## config.mk

```make
export PLATFORM = sky130hd
export DESIGN_NAME = led_pwm_lbus
export DESIGN_NICKNAME = d
export VERILOG_FILES = /design/src/rtl/led_pwm_lbus_pkg.sv /design/src/rtl/led_pwm_core.sv /design/src/rtl/led_pwm_lbus.sv
export SDC_FILE = /design/constraint.sdc
export NUM_CORES = 1
export LEC_CHECK = 0
export CORE_ASPECT_RATIO = 0.75
export CORE_MARGIN = 2
export CORE_UTILIZATION = 50
export DETAILED_ROUTE_END_ITERATION = 12
export PLACE_DENSITY = 0.75
export SYNTH_ARGS = -nofsm -noshare
export SYNTH_HDL_FRONTEND = slang
export SYNTH_HIERARCHICAL = 1
export SYNTH_SLANG_ARGS = --single-unit
```

## constraint.sdc

```tcl
create_clock -name lb_clk -period 3.7 [get_ports lb_clk]
set_clock_uncertainty 0.05 [all_clocks]
set_input_delay 0.74 -clock lb_clk [delete_from_list [all_inputs] [get_ports lb_clk]]
set_output_delay 0.74 -clock lb_clk [all_outputs]
set_load 0.02 [all_outputs]
```

## src/rtl/led_pwm_lbus_pkg.sv

```systemverilog
// Shared types for the LED brightness stage: local-bus request, address
// decode helpers, mode encoding and register offsets.
package led_pwm_lbus_pkg;

  // Local-bus slave request as seen by every peripheral on the bus.
  typedef struct packed {
    logic        wr;
    logic        rd;
    logic [7:0]  addr;
    logic [15:0] wdata;
  } lb_slave_t;

  // Brightness mode held in CTRL[2:1]; encoding 3 behaves like STATIC.
  typedef enum logic [1:0] {
    MODE_STATIC   = 2'd0,
    MODE_PWM      = 2'd1,
    MODE_BREATHE  = 2'd2,
    MODE_STATIC_3 = 2'd3
  } led_pwm_mode_e;

  // Breathe direction; DOWN reads back as dir=1 in STATUS.
  typedef enum logic {
    BR_UP   = 1'b0,
    BR_DOWN = 1'b1
  } breathe_state_e;

  localparam logic [7:0] LED_PWM_CTRL     = 8'd0;
  localparam logic [7:0] LED_PWM_DUTY     = 8'd1;
  localparam logic [7:0] LED_PWM_PRESCALE = 8'd2;
  localparam logic [7:0] LED_PWM_STATUS   = 8'd3;

  function automatic logic MatchWLB(input lb_slave_t lb, input logic [7:0] a);
    return lb.wr && (lb.addr == a);
  endfunction

  function automatic logic MatchRLB(input lb_slave_t lb, input logic [7:0] a);
    return lb.rd && (lb.addr == a);
  endfunction

endpackage

```

## src/rtl/led_pwm_core.sv

```systemverilog
// Waveform engine: prescaler, 8-bit PWM counter and the breathe level
// ramp. Produces the shared pwm_on gate plus breathe level/direction.
module led_pwm_core
  import led_pwm_lbus_pkg::*;
#(
  parameter logic [7:0] STEP = 8'd4
) (
  input  logic          clk,
  input  logic          rst_n,
  input  logic          en,
  input  led_pwm_mode_e mode,
  input  logic [7:0]    duty,
  input  logic [15:0]   prescale,
  input  logic          clr,
  input  logic          pre_clr,
  output logic          pwm_on,
  output logic [7:0]    level,
  output logic          dir
);

  breathe_state_e state, state_nx;
  logic [15:0] pre_cnt, pre_cnt_nx;
  logic [7:0]  pwm_cnt, pwm_cnt_nx;
  logic [7:0]  level_nx;
  logic        tick;
  logic        period_end;
  logic [7:0]  duty_sel;

  // Ramp up, saturating at full scale instead of wrapping.
  function automatic logic [7:0] sat_up(input logic [7:0] lv);
    logic [8:0] s;
    s = {1'b0, lv} + {1'b0, STEP};
    return (s >= 9'd255) ? 8'hFF : s[7:0];
  endfunction

  // Ramp down, saturating at zero instead of wrapping.
  function automatic logic [7:0] sat_dn(input logic [7:0] lv);
    return (lv <= STEP) ? 8'h00 : (lv - STEP);
  endfunction

  // Next-state logic for counters and breathe FSM; control clears win last.
  always_comb begin
    tick       = (pre_cnt == prescale);
    period_end = tick && (pwm_cnt == 8'hFF);
    pre_cnt_nx = tick ? 16'd0 : (pre_cnt + 16'd1);
    pwm_cnt_nx = tick ? (pwm_cnt + 8'd1) : pwm_cnt;
    level_nx   = level;
    state_nx   = state;
    if (period_end && (mode == MODE_BREATHE)) begin
      case (state)
        BR_UP: begin
          level_nx = sat_up(level);
          if (level_nx == 8'hFF) state_nx = BR_DOWN;
        end
        default: begin
          level_nx = sat_dn(level);
          if (level_nx == 8'h00) state_nx = BR_UP;
        end
      endcase
    end
    if (pre_clr) pre_cnt_nx = 16'd0;
    if (clr || !en) begin
      pre_cnt_nx = 16'd0;
      pwm_cnt_nx = 8'd0;
      level_nx   = 8'd0;
      state_nx   = BR_UP;
    end
  end

  // State register for prescaler, PWM counter, level and direction.
  always_ff @(posedge clk) begin
    if (!rst_n) begin
      pre_cnt <= 16'd0;
      pwm_cnt <= 8'd0;
      level   <= 8'd0;
      state   <= BR_UP;
    end else begin
      pre_cnt <= pre_cnt_nx;
      pwm_cnt <= pwm_cnt_nx;
      level   <= level_nx;
      state   <= state_nx;
    end
  end

  assign duty_sel = (mode == MODE_BREATHE) ? level : duty;
  assign pwm_on   = (pwm_cnt < duty_sel);
  assign dir      = (state == BR_DOWN);

endmodule

```

## src/rtl/led_pwm_lbus.sv

```systemverilog
// LED brightness/breathe stage: local-bus registers, readback mux and the
// registered output that gates lit (active-low) LEDs with the PWM wave.
module led_pwm_lbus
  import led_pwm_lbus_pkg::*;
#(
  parameter int         LED_NUM   = 8,
  parameter logic [7:0] BASE_ADDR = 8'd21,
  parameter logic [7:0] STEP      = 8'd4
) (
  input  logic               lb_clk,
  input  logic               rst_n,
  input  lb_slave_t          xt_lb,
  input  logic [LED_NUM-1:0] led_in,
  output logic [15:0]        rdata,
  output logic [LED_NUM-1:0] led_out
);

  localparam logic [7:0] A_CTRL     = BASE_ADDR + LED_PWM_CTRL;
  localparam logic [7:0] A_DUTY     = BASE_ADDR + LED_PWM_DUTY;
  localparam logic [7:0] A_PRESCALE = BASE_ADDR + LED_PWM_PRESCALE;
  localparam logic [7:0] A_STATUS   = BASE_ADDR + LED_PWM_STATUS;

  logic          en;
  led_pwm_mode_e mode;
  logic [7:0]    duty;
  logic [15:0]   prescale;
  logic          wr_ctrl, wr_duty, wr_pre;
  logic          ctrl_chg;
  logic          pwm_on;
  logic [7:0]    level;
  logic          dir;
  logic          gate_act;
  logic [LED_NUM-1:0] led_p0;
  logic [LED_NUM-1:0] led_out_p1;

  assign wr_ctrl  = MatchWLB(xt_lb, A_CTRL);
  assign wr_duty  = MatchWLB(xt_lb, A_DUTY);
  assign wr_pre   = MatchWLB(xt_lb, A_PRESCALE);
  // Only a real change of en/mode restarts the waveform.
  assign ctrl_chg = wr_ctrl &&
                    ((xt_lb.wdata[0] != en) || (xt_lb.wdata[2:1] != mode));

  // Control register file, written from the local bus.
  always_ff @(posedge lb_clk) begin
    if (!rst_n) begin
      en       <= 1'b0;
      mode     <= MODE_STATIC;
      duty     <= 8'hFF;
      prescale <= 16'd0;
    end else begin
      if (wr_ctrl) begin
        en   <= xt_lb.wdata[0];
        mode <= led_pwm_mode_e'(xt_lb.wdata[2:1]);
      end
      if (wr_duty) duty     <= xt_lb.wdata[7:0];
      if (wr_pre)  prescale <= xt_lb.wdata;
    end
  end

  led_pwm_core #(.STEP(STEP)) u_core (
    .clk      (lb_clk),
    .rst_n    (rst_n),
    .en       (en),
    .mode     (mode),
    .duty     (duty),
    .prescale (prescale),
    .clr      (ctrl_chg),
    .pre_clr  (wr_pre),
    .pwm_on   (pwm_on),
    .level    (level),
    .dir      (dir)
  );

  // Combinational readback, zero when no register is addressed.
  always_comb begin
    rdata = 16'd0;
    if (MatchRLB(xt_lb, A_CTRL))     rdata = {13'd0, mode, en};
    if (MatchRLB(xt_lb, A_DUTY))     rdata = {8'd0, duty};
    if (MatchRLB(xt_lb, A_PRESCALE)) rdata = prescale;
    if (MatchRLB(xt_lb, A_STATUS))   rdata = {7'd0, dir, level};
  end

  // p0: gate lit bits off while the PWM wave is low
  assign gate_act = en && ((mode == MODE_PWM) || (mode == MODE_BREATHE));
  assign led_p0   = gate_act ? (led_in | {LED_NUM{~pwm_on}}) : led_in;

  // p1: registered pin drive, all LEDs off in reset.
  always_ff @(posedge lb_clk) begin
    if (!rst_n) led_out_p1 <= '1;
    else        led_out_p1 <= led_p0;
  end

  assign led_out = led_out_p1;

endmodule
```

* Word-level counts from Yosys, hierarchy flattened
Cells that the tools add are included.
** Operators by class
- Add/sub/neg operators :: 4
- Magnitude comparators :: 3
- Equality and inequality tests :: 11
- Muxes and demuxes :: 12
- Bitwise operators :: 3
- Reductions and logical operators :: 18
** Operator list (number)
- 2-to-1 mux 16 bit :: 3
- 2-to-1 mux 8 bit :: 5
- equality test 8 x 5 -> 1 bit, second input constant :: 4
- adder 16 x 1 -> 16 bit, second input constant :: 1
- equality test 16 bit :: 1
- equality test 8 bit, second input constant :: 2
- logical AND 1 bit :: 11
- adder 8 x 3 -> 9 bit, second input constant :: 1
- greater-or-equal comparator 9 x 8 -> 1 bit, second input constant :: 1
- adder 8 x 1 -> 8 bit, second input constant :: 1
- <= comparator 8 x 3 -> 1 bit, second input constant :: 1
- zero test 8 bit :: 1
- less-than comparator 8 bit :: 1
- OR 8 bit :: 1
- subtractor 8 x 3 -> 8 bit, second input constant :: 1
- OR reduction 4 bit :: 1
- logical OR 1 bit :: 3
- 2-to-1 mux 1 bit :: 3
- 2-to-1 mux 3 bit :: 1
- equality test 2 x 1 -> 1 bit, second input constant :: 1
- equality test 2 bit, second input constant :: 1
- inequality test 2 bit :: 1
- NOT 1 bit :: 2
- OR reduction 2 bit :: 1
- other kinds (2) :: 2
** Word-level totals
- Flip-flop bits (word level) :: 68
- Bits of input ports :: 36
- Word-level logic and storage cells :: 60

* Logic depth before layout (Yosys ltp)
- Word-level depth :: 6
- Depth in mapped cells :: 12
- Gate-level depth less buffers :: 11

* Hierarchy
Netlist, hierarchy kept.
** By module, submodules not included
- led_pwm_core :: instances 1, cells an instance 261, area an instance 2185.8 um2
- led_pwm_lbus :: instances 1, cells an instance 186, area an instance 1757.9 um2

* Least setup slack after synthesis
No wires, ideal clock.
- Kind :: input -> register
- Start :: input xt_lb[21] (netlist name)
- End :: register u_core.pre_cnt[10]
- Data arrival time :: 2.835 ns
- Data required time :: 3.533 ns
- Setup slack :: 0.698 ns
- Cell stages on the path :: 9
- Path buffers :: 3
- Cells stage by stage :: or4b_4 buf_6 nor3b_2 o31a_1 nand3b_1 or3_1 clkbuf_1 buf_2 nor2_1
** Between the ends
- Longest elaborated chain between the ends :: 5
** RTL lines
- from (decl) :: RTL line led_pwm_lbus.sv:12 : input lb_slave_t xt_lb,
- equality test 8 x 5 -> 1 bit :: RTL line led_pwm_lbus_pkg.sv:33 : return lb.wr && (lb.addr == a);
- logical AND 1 bit :: RTL line led_pwm_lbus_pkg.sv:33
- logical AND 1 bit :: RTL line led_pwm_lbus.sv:40 : assign ctrl_chg = wr_ctrl &&
- named net ctrl_chg :: RTL line led_pwm_lbus.sv:28 : logic ctrl_chg;
- logical OR 1 bit :: RTL line led_pwm_core.sv:62 : if (clr || !en) begin
- OR reduction 4 bit (no line)
- to (signal assigned) :: RTL line led_pwm_core.sv:78 : pre_cnt <= pre_cnt_nx;
- to (decl) :: RTL line led_pwm_core.sv:22 : logic [15:0] pre_cnt, pre_cnt_nx;
The timed path passes the listed nets, and every way through them passes these cells.
A chain may end at the register's enable or synchronous reset.

* Worst setup path after layout
- Start :: input xt_lb[21] (netlist name)
- End :: output rdata[3]
** Between the ends
- Longest elaborated chain between the ends :: 5
** RTL lines
- equality test 8 x 5 -> 1 bit :: RTL line led_pwm_lbus_pkg.sv:37 : return lb.rd && (lb.addr == a);
- logical AND 1 bit :: RTL line led_pwm_lbus_pkg.sv:37
- 2-to-1 mux 16 bit :: RTL line led_pwm_lbus.sv:78 : if (MatchRLB(xt_lb, A_DUTY)) rdata = {8'd0, duty};
- 2-to-1 mux 16 bit :: RTL line led_pwm_lbus.sv:79 : if (MatchRLB(xt_lb, A_PRESCALE)) rdata = prescale;
- 2-to-1 mux 16 bit * :: RTL line led_pwm_lbus.sv:80 : if (MatchRLB(xt_lb, A_STATUS)) rdata = {7'd0, dir, level};
- to (decl) :: RTL line led_pwm_lbus.sv:14 : output logic [15:0] rdata,
Mark *: on every way between the ends. The rest lies on a longest branch, timed or not.

==> qor.txt <==
Post-synth EDFFs: 0
most frequent cell after synthesis: dfxtp_1
synth cell count leaders: dfxtp_1, nand2_1, nor2_1
TritonCTS clock tree: yes
clock insertion delay at the later pin of the skew report: 0.35 ns
Worst setup EP type: output pin
Total Wirelength: 10.1 mm
die width: 107 um
Initial Utilization: 0.507
Final HPWL DP: 7.57 mm
Total GRT Usage: 0.241
CTS Hold Bufs: 0
Setup violations, final: 0
WL/cell: 16.1 um
Main synth FF type: dfxtp_1
Area growth, synth to finish: 23.3%
TritonRoute pass-1 iters: 5
I/O Buffers: 59
mapped cell area: 3940 um2
Die ar.: 8620 um2
core area: 7780 um2
initial DRC count: 197
total design power: 1.40 mW
Max IR drop VDD: 0.189 mV
CP max FO: 9
Worst path slowest cell: or4b_4
number of fill cells in the layout: 672
Max Cap Viol: 0
initial antenna violation count: 0
DRC viols: 0
CP Launch Type: input pin
Longest Clk Path Bufs: 2
total gr overflow: 0
H-tree depth: 3
critical path data arrival time: 2.74 ns
final instance area: 4860 um2
post-synthesis sequential area ratio: 0.345
die height: 80.9 um
Hold Path Class: reg2reg
status: finished, final reports clean
#FFs+latches synth: 68
fin crit share: 0.955
Final Max Slew Viols: 0
Yosys top cell by area: dfxtp_1
Netlist cell types: 59
worst slew pin tran: 0.779 ns
DP Area: 4640 um2
Core Rows: 28
largest net degree at the start of global routing: 34
Fmax: 0.283 GHz
Synth async-reset ratio: 0
Post-Place Setup Slack: -0.0242 ns
CTS Buf Count: 9
layout cell share with drive strength beyond 1: 0.122
root buffer cell: clkbuf_8
CP cell instances: clkdlybuf4s50_1, or4b_4, nor3_1, buf_4, buf_4, a221o_1, dlygate4sd2_1
Net Count, Synth: 496
Post-Syn Instances: 447
Crit path top cell by count: buf_4
Multi-input gate area: 2400 um2
Leak: 1.95 nW
ANT cells: 0
register area: 1360 um2
num ports: 60
Detail Route Antenna Nets: 0
fin nets: 562
setup ws final: 0.165 ns
gpl congestion: 0.870
critical path type: in2out
fin util: 0.625
cell area power density: 288 nW/um2
first-pass GRT wire length: 16.1 mm
crit-path max cell delay: 0.58 ns
via count: 3482
Final Critical Period: 3.53 ns
top cells by area in the synthesized netlist: dfxtp_1, mux2i_1, xnor2_1, nand2_1, ha_1
Worst-path clk slew: 0.07 ns
Synth warnings: 6
Via density: 5.59
Slew HR: 0.475
vias in the first global route: 3222
Worst Path Required: 2.91 ns
Hold Violations, Final: 0
unrepaired setup endpoints after global routing: no
clock sinks: 68
Synth top area share: 0.345
syn avg cell area: 8.82 um2
[cell usage in the layout (no fill, tap or decap), types with 4 or more instances in the layout]
master           instances
nand4_1                  6
o21ai_0                 10
a221o_1                  5
nor3_1                  10
xnor2_1                 23
inv_1                    8
nor2b_1                 22
buf_4                   20
clkdlybuf4s50_1         43
dlymetal6s2s_1          10
nand3b_1                 8
nor2_1                  38
clkbuf_8                 9
and2_1                  10
dfxtp_1                 68
xor2_1                  18
ha_1                    13
or2_2                   10
nand2_1                 51
dlygate4sd2_1            6
mux2i_1                 33
and3_1                   4
a21oi_1                 18
or3_1                    4
nand3_1                 11
[sequential cells by signal, indices dropped and copies added (netlist names)]
name	flops
prescale	16
u_core/pre_cnt	16
mode	2
u_core/pwm_cnt	8
led_out	8
u_core/level	8
u_core/dir	1
en	1
duty	8
[kinds of logic (layout without fill, tap and decap cells)]
| group | count (synthesis) | after routing | share of synthesized area |
|---|---|---|---|
| AOI/OAI and AO/OA | 63 | 63 | 0.119 |
| xor gates and xnor gates | 41 | 41 | 0.0911 |
| adders and majority gates | 13 | 13 | 0.0412 |
| buffers and inverters | 32 | 103 | 0.0457 |
| DFF | 68 | 68 | 0.345 |
| muxes | 36 | 36 | 0.0923 |
| and+or+nand+nor | 194 | 194 | 0.266 |
[final cells by class]
class	instances	area share
sequential	68	0.280
clock buffer	10	0.0263
multi-input combinational	347	0.494
timing repair buffer	79	0.156
clock inverter	6	0.0103
inverter	8	0.00618
tap	105	0.0270
[stage by stage]
step / setup TNS (ns) / instances / hold slack, ns
finish: 0 / 623 / 0.453
global route: 0 / 623 / 0.469
CTS: 0 / 620 / 0.457
detailed placement: -0.0858 / 604 / 0.440
global placement: 0 / 604 / 0.420
floorplan: 0 / 447 / 0.406
[final timing paths]
check	end	startpoint	slack (ns)	depth (start not counted)
worst min register to register	prescale[2]$_SDFFE_PN0P_	prescale[2]$_SDFFE_PN0P_	0.45	2
worst min-delay path	prescale[2]$_SDFFE_PN0P_	prescale[2]$_SDFFE_PN0P_	0.45	2
worst max register to register	led_out[4]$_SDFF_PN1_	mode[0]$_SDFFE_PN0P_	0.53	11
worst max-delay path	rdata[3]	xt_lb[21]	0.17	7
[layer usage]
layer | track usage | part of all wire | vias up
met4 | 0.0948 | 0.022 | 0
met5 | 0 | 0 | -
met1 | 0.333 | 0.48 | 1633
li1 | - | - | 1689
met3 | 0.0474 | 0.064 | 24
met2 | 0.372 | 0.43 | 136
[report_power, final]
group,internal [mW],switching (mW)
clock,0.249,0.311
combinational,0.0607,0.0417
sequential,0.736,0.00194
total,1.05,0.354
[critical path: cells and delay by family]
kind                   cells  cell delay [ns]
AOI/OAI and AO/OA          1             0.15
and+or+nand+nor            2             0.78
buffers and inverters      4             1.08
[timing repair]
item                       in CTS  in global routing
setup endpoints to repair       6                 10
setup buffers                   0                  3
resized for setup               6                 10
No activity file was read; power rests on OpenSTA's default activity.
